<file path="src/rtl/regfile_multiport.sv">
// Parameterised multi-read-port register file with registered reads and a hardware clear sequencer.
// Optional write-to-read forwarding is enabled by defining REGFILE_BYPASS_EN.
module regfile_multiport #(
    parameter int WORDSIZE = 64,
    parameter int SIZE     = 32,
    parameter int NREAD    = 2,
    parameter int ADDR_W   = $clog2(SIZE)
) (
    input  logic                      clk,
    input  logic                      rst,
    input  logic [NREAD*ADDR_W-1:0]   rs_addr,
    output logic [NREAD*WORDSIZE-1:0] rs_out,
    input  logic [ADDR_W-1:0]         rd_addr,
    input  logic [WORDSIZE-1:0]       rd_in,
    input  logic                      we,
    input  logic                      clear_req,
    output logic                      busy,
    input  logic [ADDR_W-1:0]         debug_addr,
    output logic [WORDSIZE-1:0]       debug_out
);
    typedef enum logic {IDLE, CLEAR} state_t;

    localparam logic [ADDR_W:0] SIZE_C = (ADDR_W+1)'(SIZE);
    localparam logic [ADDR_W:0] LAST_C = (ADDR_W+1)'(SIZE - 1);

    state_t              state, state_n;
    logic [ADDR_W:0]     clr_cnt, clr_cnt_n;
    logic                clr_we;
    logic                wr_ok;
    logic [WORDSIZE-1:0] mem [SIZE];
    logic [WORDSIZE-1:0] dbg_d;

    function automatic logic valid_addr(input logic [ADDR_W-1:0] a);
        return (a != '0) && ({1'b0, a} < SIZE_C);
    endfunction

    // Zero register, out-of-range addresses and the clear window all read as 0.
    function automatic logic [WORDSIZE-1:0] rd_word(input logic [ADDR_W-1:0] a);
        logic [WORDSIZE-1:0] v;
        v = '0;
        if (!busy && valid_addr(a)) begin
            v = mem[a];
`ifdef REGFILE_BYPASS_EN
            if (wr_ok && rd_addr == a) v = rd_in;
`endif
        end
        return v;
    endfunction

    assign busy  = (state == CLEAR);
    // A simultaneous clear request takes priority and drops the write.
    assign wr_ok = (state == IDLE) && we && !clear_req && valid_addr(rd_addr);

    always_ff @(posedge clk) begin
        if (rst) begin
            state   <= CLEAR;
            clr_cnt <= '0;
        end else begin
            state   <= state_n;
            clr_cnt <= clr_cnt_n;
        end
    end

    always_comb begin
        state_n   = state;
        clr_cnt_n = clr_cnt;
        clr_we    = 1'b0;
        case (state)
            IDLE: begin
                if (clear_req) begin
                    state_n   = CLEAR;
                    clr_cnt_n = '0;
                end
            end
            CLEAR: begin
                clr_we    = 1'b1;
                clr_cnt_n = clr_cnt + 1'b1;
                if (clr_cnt == LAST_C) state_n = IDLE;
            end
            default: state_n = CLEAR;
        endcase
    end

    // Storage has no reset; the sequencer zeroes it after every reset.
    always_ff @(posedge clk) begin
        if (!rst) begin
            if (clr_we)     mem[clr_cnt[ADDR_W-1:0]] <= '0;
            else if (wr_ok) mem[rd_addr]             <= rd_in;
        end
    end

    for (genvar k = 0; k < NREAD; k++) begin : g_rd
        logic [ADDR_W-1:0]   a;
        logic [WORDSIZE-1:0] d, q;

        assign a = rs_addr[k*ADDR_W +: ADDR_W];
        assign d = rd_word(a);

        always_ff @(posedge clk) begin
            if (rst) q <= '0;
            else     q <= d;
        end

        assign rs_out[k*WORDSIZE +: WORDSIZE] = q;
    end

    assign dbg_d = rd_word(debug_addr);

    always_ff @(posedge clk) begin
        if (rst) debug_out <= '0;
        else     debug_out <= dbg_d;
    end
endmodule

</file>
<file path="config.mk">
export PLATFORM = sky130hd
export DESIGN_NAME = regfile_multiport
export DESIGN_NICKNAME = d
export VERILOG_FILES = /design/src/rtl/regfile_multiport.sv
export SDC_FILE = /design/constraint.sdc
export NUM_CORES = 2
export LEC_CHECK = 0
export CAP_MARGIN = 20
export CORE_ASPECT_RATIO = 0.6
export CORE_MARGIN = 2
export CORE_UTILIZATION = 65
export CTS_BUF_LIST = sky130_fd_sc_hd__clkbuf_8
export CTS_CLUSTER_SIZE = 25
export DETAILED_ROUTE_END_ITERATION = 6
export PLACE_DENSITY_LB_ADDON = 0.1
export SETUP_SLACK_MARGIN = 0.4
export SKIP_LAST_GASP = 1
export SLEW_MARGIN = 20
export SYNTH_ARGS = -nofsm -noshare
export SYNTH_HDL_FRONTEND = slang
export SYNTH_SLANG_ARGS = --single-unit
</file>
<file path="constraint.sdc">
create_clock -name clk -period 14.7 [get_ports clk]
set_input_delay 2.94 -clock clk [delete_from_list [all_inputs] [get_ports clk]]
set_output_delay 2.94 -clock clk [all_outputs]
set_load 0.05 [all_outputs]
</file>
==> flow_metrics.py <==
metrics = {
    "yosys": {
        "yosysSeqAreaShare_pct": 57.2,
        "avgSynthCellArea_sq_um": 19.3,
        "synth_area_sq_um": 114000,
        "synth_common_cells": "edfxtp_1 (2048), mux4_2 (1410), mux2i_1 (762), clkbuf_1 (274), dfxtp_1 (199)",
        "synth_top_cell_area_share_pct": 53.7,
        "synth-edff-count": 2048,
        "yosys.area.top_type": "edfxtp_1",
        "ys.warnings.count": 0,
        "ys_types": 59,
        "async_flop_share_pct": 0,
        "synthesis.nets": 6028,
        "synth.area.top_cells": "edfxtp_1 (54%), mux4_2 (28%), mux2i_1 (6.7%), dfxtp_1 (3.5%), o221ai_1 (1.4%)",
        "synthFlopType": "edfxtp_1",
        "synthCells": 5939,
        "ys_ff_latch": 2247,
        "yosysMostFrequentCell": "edfxtp_1",
    },
    "critical_path": {
        "arrival_ps": 8110,
        "crit_type": "in -> reg",
        "crit_start": "rst",
        "reg2reg_depth": 8,
        "worstPathMaxFanout": 40,
        "r2r_slack_ps": 9250,
        "r2r_end": "mem[16][10]",
        "crit_required_ps": 15270,
        "setup.worst_path.end_class": "flop",
        "critPathLaunchType": "input port",
        "r2r_start": "busy",
    },
    "worst_hold_path": {
        "hp-class": "reg -> reg",
        "worstHoldPathCells": 2,
        "min_to": "clr_cnt[5]",
        "hp-start": "clr_cnt[5]",
    },
    "clock_network": {
        "clk_path_buf_depth": 4,
        "clock_sinks": 2247,
        "cts_tree": "yes",
        "holdBufCountCts": 0,
        "cts_resized": 0,
        "cts-buffers-inserted": 329,
        "clkTransAtPathRegs_ps": 70,
        "post-cts-setup-buffers": 0,
        "h-tree-depth": 5,
        "cts_root_buffer": "clkbuf_8",
        "insertion_delay_ps": 1010,
    },
    "timing": {
        "setup_tns_ps": 0,
        "timing.final.hold_violations": 0,
        "slew_headroom_pct": 14.7,
        "min_period_ps": 7540,
        "setup_violations": 0,
        "max_freq_mhz": 133,
        "skew_ps": 76.0,
        "rsz0062_at_grt": "false",
        "fin_crit_sh_pct": 51.3,
        "worstMarginPinSlew_ps": 1280,
        "fin_hold_ws_ps": 506,
        "slew_viol_final": 0,
    },
    "cells_and_area": {
        "area_growth_pct": 9.98,
        "multi_input_area_sq_um": 46800,
        "drive_gt1_share_pct": 32.8,
        "final-seq-area_sq_um": 65500,
        "finalInstanceArea_sq_um": 126000,
        "final_nets": 6263,
        "fillerInstances": 10588,
    },
    "floorplanning": {
        "ioPinCount": 281,
        "die_height_microns": 329,
        "initial_utilization_pct": 65.3,
        "die-area_sq_um": 180000,
        "core_area_sq_um": 175000,
        "die_x_microns": 546,
        "rows": 119,
    },
    "grt": {
        "grt_pass1_wl_microns": 514000,
        "grt_usage_pct": 40.7,
        "grt_max_degree": 140,
        "grt_pass1_vias": 69439,
        "grt-ovfl-total": 0,
        "antenna_found_initial": 3,
    },
    "pwr": {
        "pwr-share-clk_pct": 38.6,
        "p_sw_mw": 3.08,
        "ir_drop_v": 0.000111,
        "p_int_mw": 9.73,
        "share_comb_of_total_power_pct": 7.4,
        "p_leak_nw": 44.6,
        "p_sw_share_pct": 24.1,
        "seqPwrFrac_pct": 54.0,
        "power_density_nw_per_um2": 102,
    },
    "detailed_routing": {
        "viasPerCell": 8.08,
        "routed_wl_microns": 363000,
        "ant_nets": 0,
        "drc": 0,
        "avgRoutedWirePerCell_microns": 41.2,
        "via_count": 71116,
        "drt_iter0_drc": 12236,
        "drtPass1Iterations": 6,
    },
    "run_status": {
        "outcome": "finished, final reports clean",
    },
    "place": {
        "dp_hpwl_microns": 201000,
        "gp_congestion": 0.869,
        "numPortBuffers": 280,
        "placed_area_sq_um": 120000,
    },
    "job": {
        "max-cap-violations": 0,
    },
}
-- power by group through the flow --
stage | registers [mW] | logic (mW) | clock network, mW
final | 6.92 | 0.952 | 4.94
after detailed placement | 7.06 | 0.932 | 0
after global placement | 7.05 | 0.931 | 0
after CTS | 6.92 | 0.935 | 4.94
after global routing | 6.92 | 0.978 | 5.22
after floorplan | 7.05 | 0.669 | 0
-- kinds of logic after synthesis --
kind of cell,count (synthesis),synth area share [%]
buffers and inverters,561,2.23
flip-flops,2247,57.2
AND/OR/NAND/NOR,228,1.05
XOR/XNOR,1,0.00766
adder cells (fa/ha/maj),1,0.0109
AO/OA/AOI/OAI,725,5.01
multiplexers,2176,34.5
-- layer usage --
| layer | GRT usage [%] | part of all wire [%] | up-vias |
|---|---|---|---|
| met5 | 0.103 | 0.0036 | - |
| met4 | 17.0 | 4.9 | 2 |
| met3 | 13.4 | 17 | 1159 |
| met2 | 59.1 | 44 | 6852 |
| met1 | 57.8 | 34 | 36326 |
| li1 | - | - | 26777 |
-- worst max-delay path, stage by stage --
cell and delay [ps]:
clkdlybuf4s50_1 640, nor4b_4 550, o31a_4 640, buf_4 680
a32oi_1 230, buf_4 260, nor2_4 510, buf_4 880
buf_4 550
-- layout by cell type, fill, tap and decap left out, types with 31 or more instances in the layout --
master,n
clkinv_2,44
clkdlybuf4s50_1,271
a211o_1,42
nor2_4,33
inv_1,119
clkbuf_8,361
a211oi_1,80
a22o_1,59
clkinv_1,56
mux2i_1,762
dfxtp_1,199
and2_2,31
a22oi_1,69
a21oi_1,68
buf_4,162
nand2_1,56
and2_1,50
mux4_2,1410
o22a_1,129
o22ai_1,61
edfxtp_1,2048
o221ai_1,189
-- stage by stage --
stage / instances / util (%) / power [mW] / setup WS (ps)
after global placement: 8195 / 68.2 / 7.99 / 6480
after global routing: 8800 / 71.9 / 13.1 / 7080
final: 8805 / 71.9 / 12.8 / 7160
after floorplan: 5939 / - / 7.72 / 7300
after detailed placement: 8197 / 68.3 / 7.99 / 6360
after CTS: 8794 / 71.8 / 12.8 / 7300
-- area by class of cell --
class / instances / area share, %
inverters: 4 / 0.0119
well taps: 2359 / 2.35
diodes: 6 / 0.0119
flip-flops and latches: 2247 / 52.0
repair buffers: 461 / 3.51
multi-input cells: 3131 / 37.2
clock buffers: 360 / 3.94
clock inverters: 237 / 0.995
-- worst max path at each step --
stage          slack [ps]  depth (start not counted)           to
6_report             7160                          9  mem[16][10]
5_1_grt              7080                          9   mem[16][7]
4_1_cts              7300                          9  mem[20][12]
3_3_place_gp         6480                          9  mem[22][55]
2_1_floorplan        7300                          5    mem[0][0]
3_5_place_dp         6360                          9  mem[22][57]
-- state kept, by name, summed over array words and instances, names as in the netlist --
name / cells
mem: 2048
g_rd.q: 128
clr_cnt: 6
debug_out: 64
busy: 1
Power figures use the tool's default switching activity.
